==> src/rtl/instr_fetch.sv <==
// Instruction fetch stage: PC, 1-cycle imem, out + skid slots, redirect.
// Optional accepted-instruction counter: define IF_FETCH_COUNT_EN.
module instr_fetch #(
  parameter int                  PC_WIDTH = 32,
  parameter logic [PC_WIDTH-1:0] RESET_PC = '0
) (
  input  logic                clk,
  input  logic                rst,
  output logic                imem_en,
  output logic [PC_WIDTH-1:0] imem_addr,
  input  logic [31:0]         imem_rdata,
  output logic                out_valid,
  input  logic                out_ready,
  output logic [31:0]         out_instr,
  output logic [PC_WIDTH-1:0] out_pc,
  output logic [PC_WIDTH-1:0] out_pc_plus4,
  output logic [5:0]          opcode,
  output logic [5:0]          funct,
  output logic [4:0]          rs,
  output logic [4:0]          rt,
  output logic [4:0]          rd,
  output logic [4:0]          shamt,
  output logic [15:0]         imm,
  input  logic                redirect_valid,
  input  logic [PC_WIDTH-1:0] redirect_pc,
  output logic [31:0]         fetch_count
);

  logic [PC_WIDTH-1:0] pc_q, pc_d;
  logic [PC_WIDTH-1:0] req_pc_q, req_pc_d;
  logic                req_pending_q, req_pending_d;
  logic                out_valid_q, out_valid_d;
  logic [31:0]         out_instr_q, out_instr_d;
  logic [PC_WIDTH-1:0] out_pc_q, out_pc_d;
  logic                skid_valid_q, skid_valid_d;
  logic [31:0]         skid_instr_q, skid_instr_d;
  logic [PC_WIDTH-1:0] skid_pc_q, skid_pc_d;

  logic       accept;
  logic       issue;
  logic       out_free;
  logic [1:0] occ;

  always_comb begin
    accept   = out_valid_q & out_ready;
    occ      = 2'(out_valid_q) + 2'(skid_valid_q)
             + 2'(req_pending_q) - 2'(accept);
    issue    = ~rst & ~redirect_valid & (occ < 2'd2);
    out_free = ~out_valid_q | accept;

    pc_d          = pc_q;
    req_pc_d      = pc_q;
    req_pending_d = issue;
    out_valid_d   = out_valid_q;
    out_instr_d   = out_instr_q;
    out_pc_d      = out_pc_q;
    skid_valid_d  = skid_valid_q;
    skid_instr_d  = skid_instr_q;
    skid_pc_d     = skid_pc_q;

    if (issue) pc_d = pc_q + PC_WIDTH'(4);
    if (accept) out_valid_d = 1'b0;

    if (out_free && skid_valid_q) begin
      out_valid_d  = 1'b1;
      out_instr_d  = skid_instr_q;
      out_pc_d     = skid_pc_q;
      skid_valid_d = 1'b0;
    end

    // Arriving word goes to out only if nothing older is queued ahead
    if (req_pending_q) begin
      if (out_free && !skid_valid_q) begin
        out_valid_d = 1'b1;
        out_instr_d = imem_rdata;
        out_pc_d    = req_pc_q;
      end else begin
        skid_valid_d = 1'b1;
        skid_instr_d = imem_rdata;
        skid_pc_d    = req_pc_q;
      end
    end

    if (redirect_valid) begin
      out_valid_d   = 1'b0;
      skid_valid_d  = 1'b0;
      req_pending_d = 1'b0;
      pc_d          = redirect_pc & ~PC_WIDTH'(3);
    end
  end

  always_ff @(posedge clk) begin
    if (rst) begin
      pc_q          <= RESET_PC;
      req_pc_q      <= '0;
      req_pending_q <= 1'b0;
      out_valid_q   <= 1'b0;
      out_instr_q   <= '0;
      out_pc_q      <= '0;
      skid_valid_q  <= 1'b0;
      skid_instr_q  <= '0;
      skid_pc_q     <= '0;
    end else begin
      pc_q          <= pc_d;
      req_pc_q      <= req_pc_d;
      req_pending_q <= req_pending_d;
      out_valid_q   <= out_valid_d;
      out_instr_q   <= out_instr_d;
      out_pc_q      <= out_pc_d;
      skid_valid_q  <= skid_valid_d;
      skid_instr_q  <= skid_instr_d;
      skid_pc_q     <= skid_pc_d;
    end
  end

`ifdef IF_FETCH_COUNT_EN
  logic [31:0] fetch_count_q, fetch_count_d;

  always_comb begin
    fetch_count_d = fetch_count_q + 32'(accept);
  end

  always_ff @(posedge clk) begin
    if (rst) fetch_count_q <= '0;
    else     fetch_count_q <= fetch_count_d;
  end

  assign fetch_count = fetch_count_q;
`else
  assign fetch_count = '0;
`endif

  assign imem_en      = issue;
  assign imem_addr    = pc_q;
  assign out_valid    = out_valid_q;
  assign out_instr    = out_instr_q;
  assign out_pc       = out_pc_q;
  assign out_pc_plus4 = out_pc_q + PC_WIDTH'(4);
  assign opcode       = out_instr_q[31:26];
  assign rs           = out_instr_q[25:21];
  assign rt           = out_instr_q[20:16];
  assign rd           = out_instr_q[15:11];
  assign shamt        = out_instr_q[10:6];
  assign funct        = out_instr_q[5:0];
  assign imm          = out_instr_q[15:0];

endmodule

==> config.mk <==
export PLATFORM = sky130hd
export DESIGN_NAME = instr_fetch
export DESIGN_NICKNAME = d
export VERILOG_FILES = /design/src/rtl/instr_fetch.sv
export SDC_FILE = /design/constraint.sdc
export NUM_CORES = 1
export LEC_CHECK = 0
export CAP_MARGIN = 5
export CORE_MARGIN = 2
export CORE_UTILIZATION = 50
export DETAILED_ROUTE_END_ITERATION = 12
export PLACE_DENSITY_LB_ADDON = 0.2
export SYNTH_ARGS = -nofsm -noshare
export SYNTH_HDL_FRONTEND = slang
export SYNTH_SLANG_ARGS = --single-unit
==> constraint.sdc <==
create_clock -name clk -period 5.4 [get_ports clk]
set_input_delay 0.81 -clock clk [delete_from_list [all_inputs] [get_ports clk]]
set_output_delay 0.81 -clock clk [all_outputs]
set_load 0.01 [all_outputs]
==> results of run 1 <==
-- layout make-up --
class	instances	area, µm²
clock buffer	21	470
multi-input combinational	686	4080
clock inverter	10	138
tap	220	275
inverter	11	41.3
fill	1427	5450
sequential	189	3780
timing repair buffer	248	2470
-- cell usage in the layout (no fill, tap or decap), types with 3 or more instances in the layout --
master,count
sky130_fd_sc_hd__clkdlybuf4s50_1,240
sky130_fd_sc_hd__dfxtp_1,189
sky130_fd_sc_hd__nand2_1,153
sky130_fd_sc_hd__nor2_1,105
sky130_fd_sc_hd__a211oi_1,84
sky130_fd_sc_hd__a21oi_1,67
sky130_fd_sc_hd__mux2i_1,62
sky130_fd_sc_hd__conb_1,34
sky130_fd_sc_hd__xnor2_1,30
sky130_fd_sc_hd__nand4_1,28
sky130_fd_sc_hd__nor2b_1,28
sky130_fd_sc_hd__xor2_1,24
sky130_fd_sc_hd__clkbuf_16,17
sky130_fd_sc_hd__nand3_1,15
sky130_fd_sc_hd__inv_1,11
sky130_fd_sc_hd__and4_1,7
sky130_fd_sc_hd__buf_4,7
sky130_fd_sc_hd__o21ai_0,6
sky130_fd_sc_hd__and3_1,5
sky130_fd_sc_hd__a311oi_1,4
sky130_fd_sc_hd__ha_1,4
sky130_fd_sc_hd__nand4b_1,3
sky130_fd_sc_hd__nor3_1,3
sky130_fd_sc_hd__clkbuf_8,3
sky130_fd_sc_hd__clkinv_2,3
sky130_fd_sc_hd__bufinv_16,3
-- report_power, final --
group	internal, mW	switching [mW]
combinational	0.252	0.202
clock	0.763	0.516
sequential	1.46	0.0768
total	2.47	0.795
-- sequential cells by signal, indices dropped and copies added, names as in the netlist --
signal,count
req_pc_q,30
imem_addr,30
out_instr,32
req_pending_q,1
skid_valid_q,1
skid_instr_q,32
out_pc,32
skid_pc_q,30
out_valid,1
-- worst max path at each step --
stage                     slack (ns)  cells after the start            startpoint          endpoint
after floorplan                 2.36                      8             out_ready           imem_en
after global placement          1.39                     10             out_ready           imem_en
after detailed placement        1.38                     10             out_ready           imem_en
after CTS                       1.30                      6  out_pc[9]$_SDFF_PP0_  out_pc_plus4[31]
after global routing            1.24                     10             out_ready           imem_en
final                           1.38                     10             out_ready           imem_en
-- metrics by stage --
| step | std cells | setup slack [ns] |
|---|---|---|
| floorplan | 1031 | 2.36 |
| global placement | 1354 | 1.39 |
| detailed placement | 1354 | 1.38 |
| CTS | 1385 | 1.30 |
| global route | 1385 | 1.24 |
| finish | 1385 | 1.38 |
-- logic make-up after synthesis --
logic type,count (synthesis)
DFF,189
xor gates and xnor gates,54
other,1
muxes,62
and+or+nand+nor,364
buffers and inverters,156
AOI/OAI and AO/OA,168
adders and majority gates,4
-- routing by layer --
layer | global-route usage, % | vias to the layer above | routed length, µm
met2 | 35.8 | 274 | 9840
met1 | 31.3 | 3337 | 9710
met4 | 9.66 | 0 | 533
met3 | 3.85 | 37 | 1360
met5 | 0 | - | 0
li1 | - | 3618 | -
-- worst max-delay path, cell delays in order --
cell	delay, ns
sky130_fd_sc_hd__clkdlybuf4s50_1	0.41
sky130_fd_sc_hd__and2_1	0.16
sky130_fd_sc_hd__ha_1	0.27
sky130_fd_sc_hd__inv_1	0.04
sky130_fd_sc_hd__ha_1	0.27
sky130_fd_sc_hd__a21oi_2	0.18
sky130_fd_sc_hd__xor2_1	0.24
sky130_fd_sc_hd__nand2_1	0.15
sky130_fd_sc_hd__inv_1	0.13
sky130_fd_sc_hd__clkdlybuf4s50_1	0.55
==> metrics, run 1 <==
Antenna Cells 0; classification of the worst-slack hold path reg -> reg; cell row count 47; area of all placed cells without fillers 11,300 µm²; fin crit period 4.02 ns; endpoint with the worst hold slack skid_pc_q[25]$_SDFFE_PP0P_; hold depth 2; First DRT Iteration DRCs 539; max-slew violation count 0; layout net count 1,225; fraction of the mapped netlist area in compound gates 12.6%; layout-stage area growth over the synthesis result 30.6%; commonest register cell after synthesis sky130_fd_sc_hd__dfxtp_1; min-delay src req_pc_q[25]$_SDFF_PP0_; Die Width 135 µm; cts repair resizes 0; fraction of final layout cells sized beyond drive strength 1 4.21%; vias in the first global route 6,461; number of top-level design ports 278; die area 18,300 µm²; top post-synthesis cells by area sky130_fd_sc_hd__dfxtp_1 44%, sky130_fd_sc_hd__a211oi_1 7.3%, sky130_fd_sc_hd__buf_4 7.3%; H-tree levels 4; Critical Path RT 4.59 ns; Worst Hold Margin 0.451 ns; actual transition at the worst max-transition pin 1.10 ns; maximum frequency from static timing analysis 0.249 GHz; CTS tree built; Max clock buf depth 2; Detail Placement HPWL 14,400 µm; final setup violation count 0; share of synthesized area spent on multiplexers 7.20%; Cell Area, Synth 8610 µm²; simple-gate portion of the synthesized area 19.6%; detailed-route DRC error count 0; data arrival time at the worst-slack endpoint 3.21 ns; number of cells traversed by the worst register-to-register path 10; final count of hold timing violations 0; mean number of vias per cell 5.25; clock insertion delay at the later pin of the skew report 0.43 ns; count of port buffers added during placement 241; fraction of registers with async set/reset 0%; worst reg2reg startpoint req_pending_q$_SDFF_PN0_; peak supply drop 256 µV; number of post-CTS setup repair buffers 0; leakage dissipation 4.39 nW; number of enable-type register cells in the synthesized netlist 0; post-detailed-route wirelength per cell 15.5 µm; gr usage total 22.9%; number of CTS-inserted buffers 17; crit path kind in -> out; slew margin rel. 26.5%; Reg2Reg Capture Point imem_addr[31]$_SDFFE_PP0P_; distinct cell type count after synthesis 38; average footprint of a synthesized cell 8.63 µm²; power density over the cells 290 nW/µm²; Detailed Routing Iterations Pass 1 5; run status finished, final reports clean; total number of yosys warnings 0; most frequently used cell type in the post-synthesis netlist sky130_fd_sc_hd__dfxtp_1; total of max-cap violations 0; #FFs+latches synth 189; core area 16,700 µm²; arithmetic-cell share of the synthesized area counting full adders, half adders and majority gates 0.581%; final standard cell utilization of the core 67.4%; post-synthesis cell count 998; setup slack on the worst flop-to-flop path 2.47 ns; starting density of the core 51.6%; Synth top cells by count 189 x sky130_fd_sc_hd__dfxtp_1, 154 x sky130_fd_sc_hd__nand2_1, 106 x sky130_fd_sc_hd__nor2_1; ANT nets after route 0; clock-pin slew of the registers on the worst-case setup and hold paths 0.06 ns; total overflow reported by the global router 0; sum of internal, switching and leakage power 3.27 mW; initial antenna violation count 0; nature of the critical path startpoint input port; skew final 0.0134 ns; Max FO, Critical Path 4; CTS root buffer sky130_fd_sc_hd__clkbuf_16; Die Y-Extent 135 µm; Crit. End Element primary output; final RePlAce weighted congestion 0.832; via count 7,266; dominant combinational cell family by area after synthesis simple AND/OR/NAND/NOR gates; setup repair after global routing missed its margin false; post-route fraction of the period consumed by the critical path 74.4%; number of sinks driven by the clock tree 189; post-synthesis sequential area ratio 43.9%; Hold Buf Count CTS 0; global-route wire length before repair 33,600 µm; TNS Setup 0 ns; XOR/XNOR Fraction of Synth Area 5.49%; Placed Instance Area 10,600 µm²; final wirelength 21,400 µm; cell type with the largest total area after synthesis sky130_fd_sc_hd__dfxtp_1; largest net degree at the start of global routing 100; post-synth top area share 43.9%
No activity file was read; power rests on OpenSTA's default activity.
==> run 2, diff against run 1 <==
- CORE_UTILIZATION: 50 -> 42
- clock period: 5.4 -> 3.3 ns (I/O delays scaled with it)
==> run 2 against run 1 <==
Against the previous run:
- register-to-register slack lost 2.0 ns
- global-route usage shrank 2.9 points
- largest power group unchanged
- core utilization shrank 10 points
- setup slack lost 1.2 ns
- via count shrank 0.69%
- final cell count grew 5.1%
- critical path depth shrank 2
- flip-flop and latch count is the same
- hold slack lost 0.033 ns
==> metrics, run 2 (same netlist as run 1, synthesis figures left out) <==
run status finished, final reports clean; setup slack on the worst flop-to-flop path 0.46 ns (-2.01 ns); number of CTS-inserted buffers 17 (unchanged); fraction of met2 tracks used by global routing 31.9% (-3.9 points); crit path kind reg -> out; vias in the first global route 6,457 (-0.062%); gr usage total 20.0% (-2.9 points); internal power summed over all cells 4.04 mW (+63%); most common cell after layout, fill and taps aside sky130_fd_sc_hd__clkdlybuf4s50_1; fraction of final layout cells sized beyond drive strength 1 6.49% (+2.3 points); Antenna Cells 0 (unchanged); Max clock buf depth 2 (unchanged); power density over the cells 468 nW/µm² (+61%); clock insertion delay at the later pin of the skew report 0.42 ns (about the same); final RePlAce weighted congestion 0.790 (-4.9%); Crit-path slowest cell sky130_fd_sc_hd__clkdlybuf4s50_1; Detailed Routing Iterations Pass 1 5 (unchanged); core area 20,200 µm² (+21%); switching power as a share of total power 25.2% (+0.88 points); peak supply drop 331 µV (+29%); Net Switching 1.36 mW (+71%); H-tree levels 4 (unchanged); met1 Use GR 27.4% (-3.9 points); cells along the critical path ha_1, and2_1, nand4_1, nor2_2, buf_4, nand4_1, xnor2_1, clkdlybuf4s50_1; met3 global-route usage 4.01% (+0.15 points); setup repair after global routing missed its margin false; Detail Placement HPWL 15,200 µm (+5.2%); fin crit period 3.14 ns; slew margin rel. 30.5% (+4.1 points); ANT nets after route 0 (unchanged); area of all placed cells without fillers 11,500 µm² (+2.5%); final setup violation count 0 (unchanged); total overflow reported by the global router 0 (unchanged); number of sinks driven by the clock tree 189 (unchanged); classification of the worst-slack hold path in -> reg; First DRT Iteration DRCs 382 (-29%); mean number of vias per cell 4.96 (-5.5%); Placed Instance Area 10,900 µm² (+2.2%); max-slew violation count 0 (unchanged); relative contribution of sequential cells to total power 46.3% (-0.6 points); CTS root buffer sky130_fd_sc_hd__clkbuf_16; count of non-filler cells in the finished layout 1,456 (+5.1%); cell row count 52 (+11%); Die Width 147 µm (+8.8%); leakage dissipation 4.56 nW (+3.9%); Critical Path RT 2.80 ns (-1.79 ns); die area 21,700 µm² (+18%); most frequent cells in the layout 238 x sky130_fd_sc_hd__clkdlybuf4s50_1, 185 x sky130_fd_sc_hd__dfxtp_1, 153 x sky130_fd_sc_hd__nand2_1; Crit. End Element primary output; global-route wire length before repair 34,800 µm (+3.5%); clock-pin slew of the registers on the worst-case setup and hold paths 0.07 ns (about the same); number of top-level design ports 278 (unchanged); layout net count 1,245 (+1.6%); starting density of the core 42.7% (-8.9 points); initial antenna violation count 0 (unchanged); final count of hold timing violations 0 (unchanged); data arrival time at the worst-slack endpoint 2.65 ns (-0.56 ns); CTS tree built; Hold Buf Count CTS 0 (unchanged); count of port buffers added during placement 241 (unchanged); Max FO, Critical Path 6 (+2); post-detailed-route wirelength per cell 15.1 µm (-2.6%); final wirelength 21,900 µm (+2.3%); logic gate share of total power 14.2% (+0.3 points); via count 7,216 (-0.69%); Worst path max stage delay 0.57 ns (+0.02 ns); skew final 0.00970 ns (-0.00366 ns); largest net degree at the start of global routing 102 (+2.0%); part of the power in the clock network 39.5% (+0.3 points); placed insts 1,422 (+5.0%); Die Y-Extent 147 µm (+8.8%); critical path's most frequent cell sky130_fd_sc_hd__nand4_1; detailed-route DRC error count 0 (unchanged); actual transition at the worst max-transition pin 1.04 ns (-0.0610 ns); most utilized layer in the global route result met2; post-route fraction of the period consumed by the critical path 95.3%; layout-stage area growth over the synthesis result 33.9%; nature of the critical path startpoint flip-flop; total of max-cap violations 0 (unchanged); maximum frequency from static timing analysis 0.318 GHz
[run 2: changes by cell type in the layout (fill, tap and decap cells not counted), moves of 2 or more]
| cell | previous run | this run |
|---|---|---|
| sky130_fd_sc_hd__buf_12 | 0 | 3 |
| sky130_fd_sc_hd__buf_4 | 7 | 24 |
| sky130_fd_sc_hd__clkbuf_8 | 3 | 1 |
| sky130_fd_sc_hd__clkdlybuf4s50_1 | 240 | 238 |
| sky130_fd_sc_hd__dfxtp_1 | 189 | 185 |
| sky130_fd_sc_hd__dfxtp_2 | 0 | 4 |
| sky130_fd_sc_hd__dlymetal6s2s_1 | 0 | 2 |
| sky130_fd_sc_hd__inv_6 | 1 | 3 |
| sky130_fd_sc_hd__inv_8 | 0 | 2 |
[run 2: critical path: cells and delay by family (launching register included)]
family	cells	cell delay, ns
XOR/XNOR	1	0.15
adder cells (fa/ha/maj)	1	0.23
buffers and inverters	2	0.75
flip-flops	1	0.41
AND/OR/NAND/NOR	4	0.68
[run 2: through the flow]
| stage | setup slack (ns) | total power, mW | utilization, % | TNS [ns] | hold slack [ns] |
|---|---|---|---|---|---|
| floorplan | 0.742 | 2.93 | - | 0 | 0.432 |
| global placement | 0.0647 | 3.31 | 53.9 | 0 | 0.438 |
| detailed placement | -0.000445 | 3.32 | 53.9 | -0.000445 | 0.445 |
| CTS | 0.0000715 | 5.46 | 57.0 | 0 | 0.398 |
| global route | 0.0162 | 5.62 | 57.2 | 0 | 0.407 |
| finish | 0.155 | 5.40 | 57.2 | 0 | 0.418 |
[run 2: layout make-up]
| cell class | count | area, µm² |
|---|---|---|
| Fill cell | 1877 | 8630 |
| Multi-Input combinational cell | 686 | 4090 |
| Sequential cell | 189 | 3790 |
| Timing Repair Buffer | 268 | 2660 |
| Clock buffer | 18 | 439 |
| Tap cell | 270 | 338 |
| Clock inverter | 14 | 181 |
| Inverter | 11 | 41.3 |
[run 2: worst paths after layout]
path | start | end | cells past startpoint
max | out_pc[3]$_SDFF_PP0_ | out_pc_plus4[28] | 8
min | rst | skid_pc_q[9]$_SDFFE_PP0P_ | 2
max reg2reg | req_pending_q$_SDFF_PN0_ | imem_addr[31]$_SDFFE_PP0P_ | 11
min reg2reg | req_pc_q[20]$_SDFF_PP0_ | skid_pc_q[20]$_SDFFE_PP0P_ | 2
[run 2: power groups by stage]
stage | Clock, mW | Combinational (mW) | Sequential, mW
floorplan | 0 | 0.372 | 2.56
global placement | 0 | 0.764 | 2.55
detailed placement | 0 | 0.768 | 2.55
CTS | 2.19 | 0.772 | 2.50
global route | 2.27 | 0.827 | 2.52
finish | 2.13 | 0.766 | 2.50
[run 2: repair_timing]
action | in CTS | in global routing
setup buffers | 0 | 2
setup endpoints to repair | 4 | 14
resized for setup | 2 | 7
pin swaps | 0 | 2
gates cloned | 0 | 0
[run 2: layer usage]
| metal | part of all wire, % | vias to the layer above | wire [µm] |
|---|---|---|---|
| li1 | - | 3665 | - |
| met1 | 47 | 3333 | 10300 |
| met2 | 47 | 201 | 10300 |
| met3 | 5.3 | 17 | 1160 |
| met4 | 0.88 | 0 | 193 |
| met5 | 0 | - | 0 |
